**src/rtl/instruction_fetch.sv**
```systemverilog
// Fetch stage: owns the PC, reads a combinational instruction memory and
// queues {pc, instr} pairs in a 2-entry buffer drained by decode.
module instruction_fetch #(
  parameter logic [31:0] RESET_PC   = 32'h0000_0000,
  parameter int unsigned IMEM_WORDS = 256
) (
  input  logic        clk,
  input  logic        reset,
  output logic [31:0] imem_addr,
  input  logic [31:0] imem_data,
  input  logic        redirect_valid,
  input  logic [31:0] redirect_pc,
  output logic        out_valid,
  input  logic        out_ready,
  output logic [31:0] out_instr,
  output logic [31:0] out_pc,
  output logic [31:0] out_pc_plus4,
  output logic        fetch_fault,
  output logic [31:0] fetch_count
);

  typedef enum logic {
    RUN,
    HALT
  } state_t;

  localparam logic [32:0] LIMIT = 33'(IMEM_WORDS);

  state_t      state;
  state_t      state_next;
  logic [31:0] pc;
  logic [31:0] pc_next;
  logic [31:0] entry_pc    [2];
  logic [31:0] entry_instr [2];
  logic        rd_ptr;
  logic        wr_ptr;
  logic [1:0]  count;
  logic [1:0]  count_next;

  logic in_range;
  logic misaligned;
  logic take;
  logic pop;
  logic push;
  logic range_fault;
  logic fault_set;

  assign imem_addr  = pc;
  assign out_valid  = (count != 2'd0);
  assign in_range   = ({3'b000, pc[31:2]} < LIMIT);
  assign misaligned = (redirect_pc[1:0] != 2'b00);

  // A redirect discards the head even when decode is accepting it.
  assign take = out_valid & out_ready;
  assign pop  = take & ~redirect_valid;

  always_comb begin
    push        = 1'b0;
    range_fault = 1'b0;
    if (state == RUN && !redirect_valid) begin
      if (!in_range) begin
        range_fault = 1'b1;
      end else if (count != 2'd2 || take) begin
        push = 1'b1;
      end
    end
  end

  assign fault_set = (redirect_valid & misaligned) | range_fault;

  always_comb begin
    state_next = state;
    unique case (state)
      RUN: begin
        if (fault_set) state_next = HALT;
      end
      HALT: begin
        state_next = HALT;
      end
      default: state_next = HALT;
    endcase
  end

  always_comb begin
    pc_next = pc;
    unique case (1'b1)
      redirect_valid: pc_next = {redirect_pc[31:2], 2'b00};
      push:           pc_next = pc + 32'd4;
      default:        pc_next = pc;
    endcase
  end

  always_comb begin
    count_next = count;
    if (redirect_valid) begin
      count_next = 2'd0;
    end else begin
      case ({push, pop})
        2'b10:   count_next = count + 2'd1;
        2'b01:   count_next = count - 2'd1;
        default: count_next = count;
      endcase
    end
  end

  always_ff @(posedge clk) begin
    if (reset) begin
      state       <= RUN;
      pc          <= RESET_PC;
      count       <= 2'd0;
      rd_ptr      <= 1'b0;
      wr_ptr      <= 1'b0;
      fetch_fault <= 1'b0;
      fetch_count <= 32'd0;
    end else begin
      state <= state_next;
      pc    <= pc_next;
      count <= count_next;
      if (redirect_valid) begin
        rd_ptr <= 1'b0;
        wr_ptr <= 1'b0;
      end else begin
        if (pop)  rd_ptr <= ~rd_ptr;
        if (push) wr_ptr <= ~wr_ptr;
      end
      if (fault_set) fetch_fault <= 1'b1;
      if (push)      fetch_count <= fetch_count + 32'd1;
    end
  end

  always_ff @(posedge clk) begin
    if (push) begin
      entry_pc[wr_ptr]    <= pc;
      entry_instr[wr_ptr] <= imem_data;
    end
  end

  always_comb begin
    out_instr    = 32'd0;
    out_pc       = 32'd0;
    out_pc_plus4 = 32'd0;
    if (out_valid) begin
      out_instr    = entry_instr[rd_ptr];
      out_pc       = entry_pc[rd_ptr];
      out_pc_plus4 = entry_pc[rd_ptr] + 32'd4;
    end
  end

endmodule
```
**config.mk**
```make
export PLATFORM = sky130hd
export DESIGN_NAME = instruction_fetch
export DESIGN_NICKNAME = d
export VERILOG_FILES = /design/src/rtl/instruction_fetch.sv
export SDC_FILE = /design/constraint.sdc
export NUM_CORES = 1
export LEC_CHECK = 0
export CAP_MARGIN = 10
export CORE_UTILIZATION = 49
export DETAILED_ROUTE_END_ITERATION = 8
export PLACE_DENSITY_LB_ADDON = 0.1
export SLEW_MARGIN = 40
export SYNTH_ARGS = -nofsm -noshare
export SYNTH_HDL_FRONTEND = slang
export SYNTH_SLANG_ARGS = --single-unit
```
**constraint.sdc**
```tcl
create_clock -name clk -period 7.1 [get_ports clk]
set_clock_uncertainty 0.1 [all_clocks]
set_input_delay 1.42 -clock clk [delete_from_list [all_inputs] [get_ports clk]]
set_output_delay 1.42 -clock clk [all_outputs]
set_load 0.05 [all_outputs]
```
==> flow_metrics.env <==
export IMPL_outcome="finished, final reports clean"
export IMPL_cts_tree="done"
export IMPL_die_area_um2=18480
export IMPL_maxCapViolations=0
export IMPL_synth_top_area_cell="edfxtp_1"
export IMPL_synth_edff_count=124
export IMPL_ir_worst_vdd_uv=185.3
export IMPL_syn_inst=782
export IMPL_wl_per_cell_um=17.59
export IMPL_syn_cell_area_um2=8788
export IMPL_finalWirelength_mm=21.64
export IMPL_synth_distinct_cells=62
export IMPL_yosysTopAreaCellShare_pct=42.37
export IMPL_crit_required_ns=5.58
export IMPL_min_period_over_period_pct=85.48
export IMPL_start_kind="flop"
export IMPL_gp_congestion=0.8843
export IMPL_cts_sinks=193
export IMPL_first_pass_iters=7
export IMPL_cts_setup_buffers=0
export IMPL_fin_tns_setup_ns=0
export IMPL_rsz0062_at_grt="false"
export IMPL_drive_above_1_share_pct=6.169
export IMPL_syn_to_final_growth_pct=34.00
export IMPL_crit_fanout=57
export IMPL_cts_resized=0
export IMPL_switchingPower_mw=0.5618
export IMPL_synth_ff_type="edfxtp_1"
export IMPL_p_sw_share_pct=24.05
export IMPL_pwr_share_clk_pct=40.5
export IMPL_fmax_ghz=0.1648
export IMPL_yosys_top_cells_count="edfxtp_1, nor2_1, mux2i_1"
export IMPL_viasPerCell=5.524
export IMPL_critical_path_endpoint_type="output port"
export IMPL_synth_warning_count=0
export IMPL_maxSlewHeadroom_pct=46.31
export IMPL_die_h_um=135.9
export IMPL_start_util_pct=50.46
export IMPL_cts_hold_buf=0
export IMPL_nFillCells=1346
export IMPL_ys_seq_elements=193
export IMPL_path_clk_slew_ns=0.07
export IMPL_seq_area_um2=5109
export IMPL_power_density_nw_per_um2=198.4
export IMPL_grt_max_degree=71
export IMPL_vias=6795
export IMPL_coreArea_um2=17420
export IMPL_placed_cell_area_um2=11180
export IMPL_syn_area_per_cell_um2=11.24
export IMPL_pwr_share_comb_pct=7.1
export IMPL_num_io_pins=230
export IMPL_crit_type="flop to output port"
export IMPL_ys_top_cells_by_area="edfxtp_1, dfxtp_1, mux2i_1"
export IMPL_worst_pin_slew_ns=0.8034
export IMPL_fin_nets=1064
export IMPL_grt_pass1_wl_mm=33.17
export IMPL_total_leakage_power_nw=3.809
export IMPL_multi_input_area_um2=3456
export IMPL_synth_most_common_cell="edfxtp_1"
export IMPL_ant_nets=0
export IMPL_intPower_mw=1.774
export IMPL_layout_min_cycle_time_ns=6.069
export IMPL_cts_max_level=4
export IMPL_antenna_diode_count=0
export IMPL_track_usage_pct=23.47
export IMPL_yosysSeqAreaShare_pct=58.09
export IMPL_die_w_um=135.9
export IMPL_drt_iter0_drc=502
export IMPL_clk_latency_ns=0.43
export IMPL_grt_pass1_vias=6342
export IMPL_hold_violations=0
export IMPL_overflow=0
export IMPL_dp_hpwl_mm=15.22
export IMPL_numCtsBuffers=17
export IMPL_arrival_ns=4.55
export IMPL_fin_area_um2=11780
export IMPL_port_buffers=223
export IMPL_ys_async_sr_fraction_pct=0
export IMPL_clock_root_buffer="clkbuf_16"
export IMPL_clock_path_buffers=2
export IMPL_antenna_found_initial=0
export IMPL_finalSetupViolCount=0
export IMPL_rows=48
export IMPL_p_seq_share_pct=52.4
export IMPL_drc=0
export IMPL_drv_slew=0
export IMPL_hold_class="flop to flop"
==> logic make-up after synthesis <==
group | count (synthesis) | synth area share [%]
AOI/OAI and AO/OA | 85 | 6.293
xor gates and xnor gates | 36 | 3.588
adders and majority gates | 4 | 0.5695
buffers and inverters | 59 | 2.990
DFF | 193 | 58.09
muxes | 87 | 10.02
other | 1 | 0.04267
and+or+nand+nor | 317 | 18.41
==> routing by layer <==
metal	global-route usage, %	share of wire (%)	vias to the layer above
li1	-	-	3308
met1	32.50	46	3231
met2	36.68	46	236
met3	5.034	7.3	20
met4	7.593	1.3	0
met5	0	0	-
==> sequential cells by signal, summed over array words and instances (netlist names), named ones only <==
| signal | cells |
|---|---|
| count | 2 |
| entry_instr | 64 |
| entry_pc | 60 |
| fetch_count | 32 |
| fetch_fault | 1 |
| imem_addr | 30 |
| rd_ptr | 1 |
| state | 1 |
| wr_ptr | 1 |
==> path summary, 6_finish.rpt <==
path                                    from                      endpoint  slack [ns]  cells after the start
setup / recovery                        flop              out_pc_plus4[24]        1.03                      9
hold / removal      fetch_fault$_SDFFE_PP0P_      fetch_fault$_SDFFE_PP0P_        0.38                      2
setup reg to reg  imem_addr[13]$_SDFFE_PP0P_  entry_instr[0][15]$_DFFE_PP_        2.97                      7
hold reg to reg     fetch_fault$_SDFFE_PP0P_      fetch_fault$_SDFFE_PP0P_        0.38                      2
==> cells in the final DEF (no fill, tap or decap), types with 7 or more instances in the layout <==
cell type	synthesis	layout
nor3_1	35	35
o21ai_0	15	15
inv_1	13	13
dfxtp_1	69	68
nand3_1	26	26
clkdlybuf4s50_1	0	221
and2_1	10	10
nand2_1	37	37
buf_4	6	8
nor2_1	118	116
xnor2_1	27	27
nand4_1	17	17
a21oi_1	27	27
edfxtp_1	124	124
clkbuf_16	0	17
nand3b_1	8	8
mux2i_1	79	79
nand4b_1	7	7
nor4_1	21	21
xor2_1	9	9
mux2_2	8	8
==> area by class of cell <==
class	count	area share [%]
clock buffer	17	3.612
clock inverter	15	1.445
inverter	14	0.4462
multi-input combinational	535	29.35
sequential	193	43.38
tap	225	2.391
timing repair buffer	231	19.38
==> critical path, stage by stage (launching register included) <==
cell and delay, ns:
dfxtp_4 0.87, mux2i_1 0.23, inv_1 0.13, ha_1 0.20, nand4_1 0.13, a21oi_1 0.43, nand3_1 0.44, a2111oi_0 0.57
mux2_2 0.39, clkdlybuf4s50_1 0.71
==> stage by stage <==
stage	utilization, %	setup WS [ns]	power (mW)	hold WS, ns	instances
2_1_floorplan	-	1.518	1.336	0.3865	787
3_3_place_gp	64.20	1.609	1.412	0.3702	1198
3_5_place_dp	64.20	1.568	1.414	0.3621	1198
4_1_cts	67.61	1.067	2.354	0.3772	1230
5_1_grt	67.61	0.7617	2.409	0.4192	1230
6_report	67.61	1.031	2.336	0.3771	1230
==> power groups by stage <==
stage	Combinational [mW]	Clock (mW)	Sequential, mW
3_5_place_dp	0.164	0	1.25
3_3_place_gp	0.163	0	1.25
2_1_floorplan	0.0567	0	1.28
6_report	0.165	0.946	1.22
5_1_grt	0.175	1.01	1.23
4_1_cts	0.165	0.964	1.22
(Power assumes the default switching activity.)
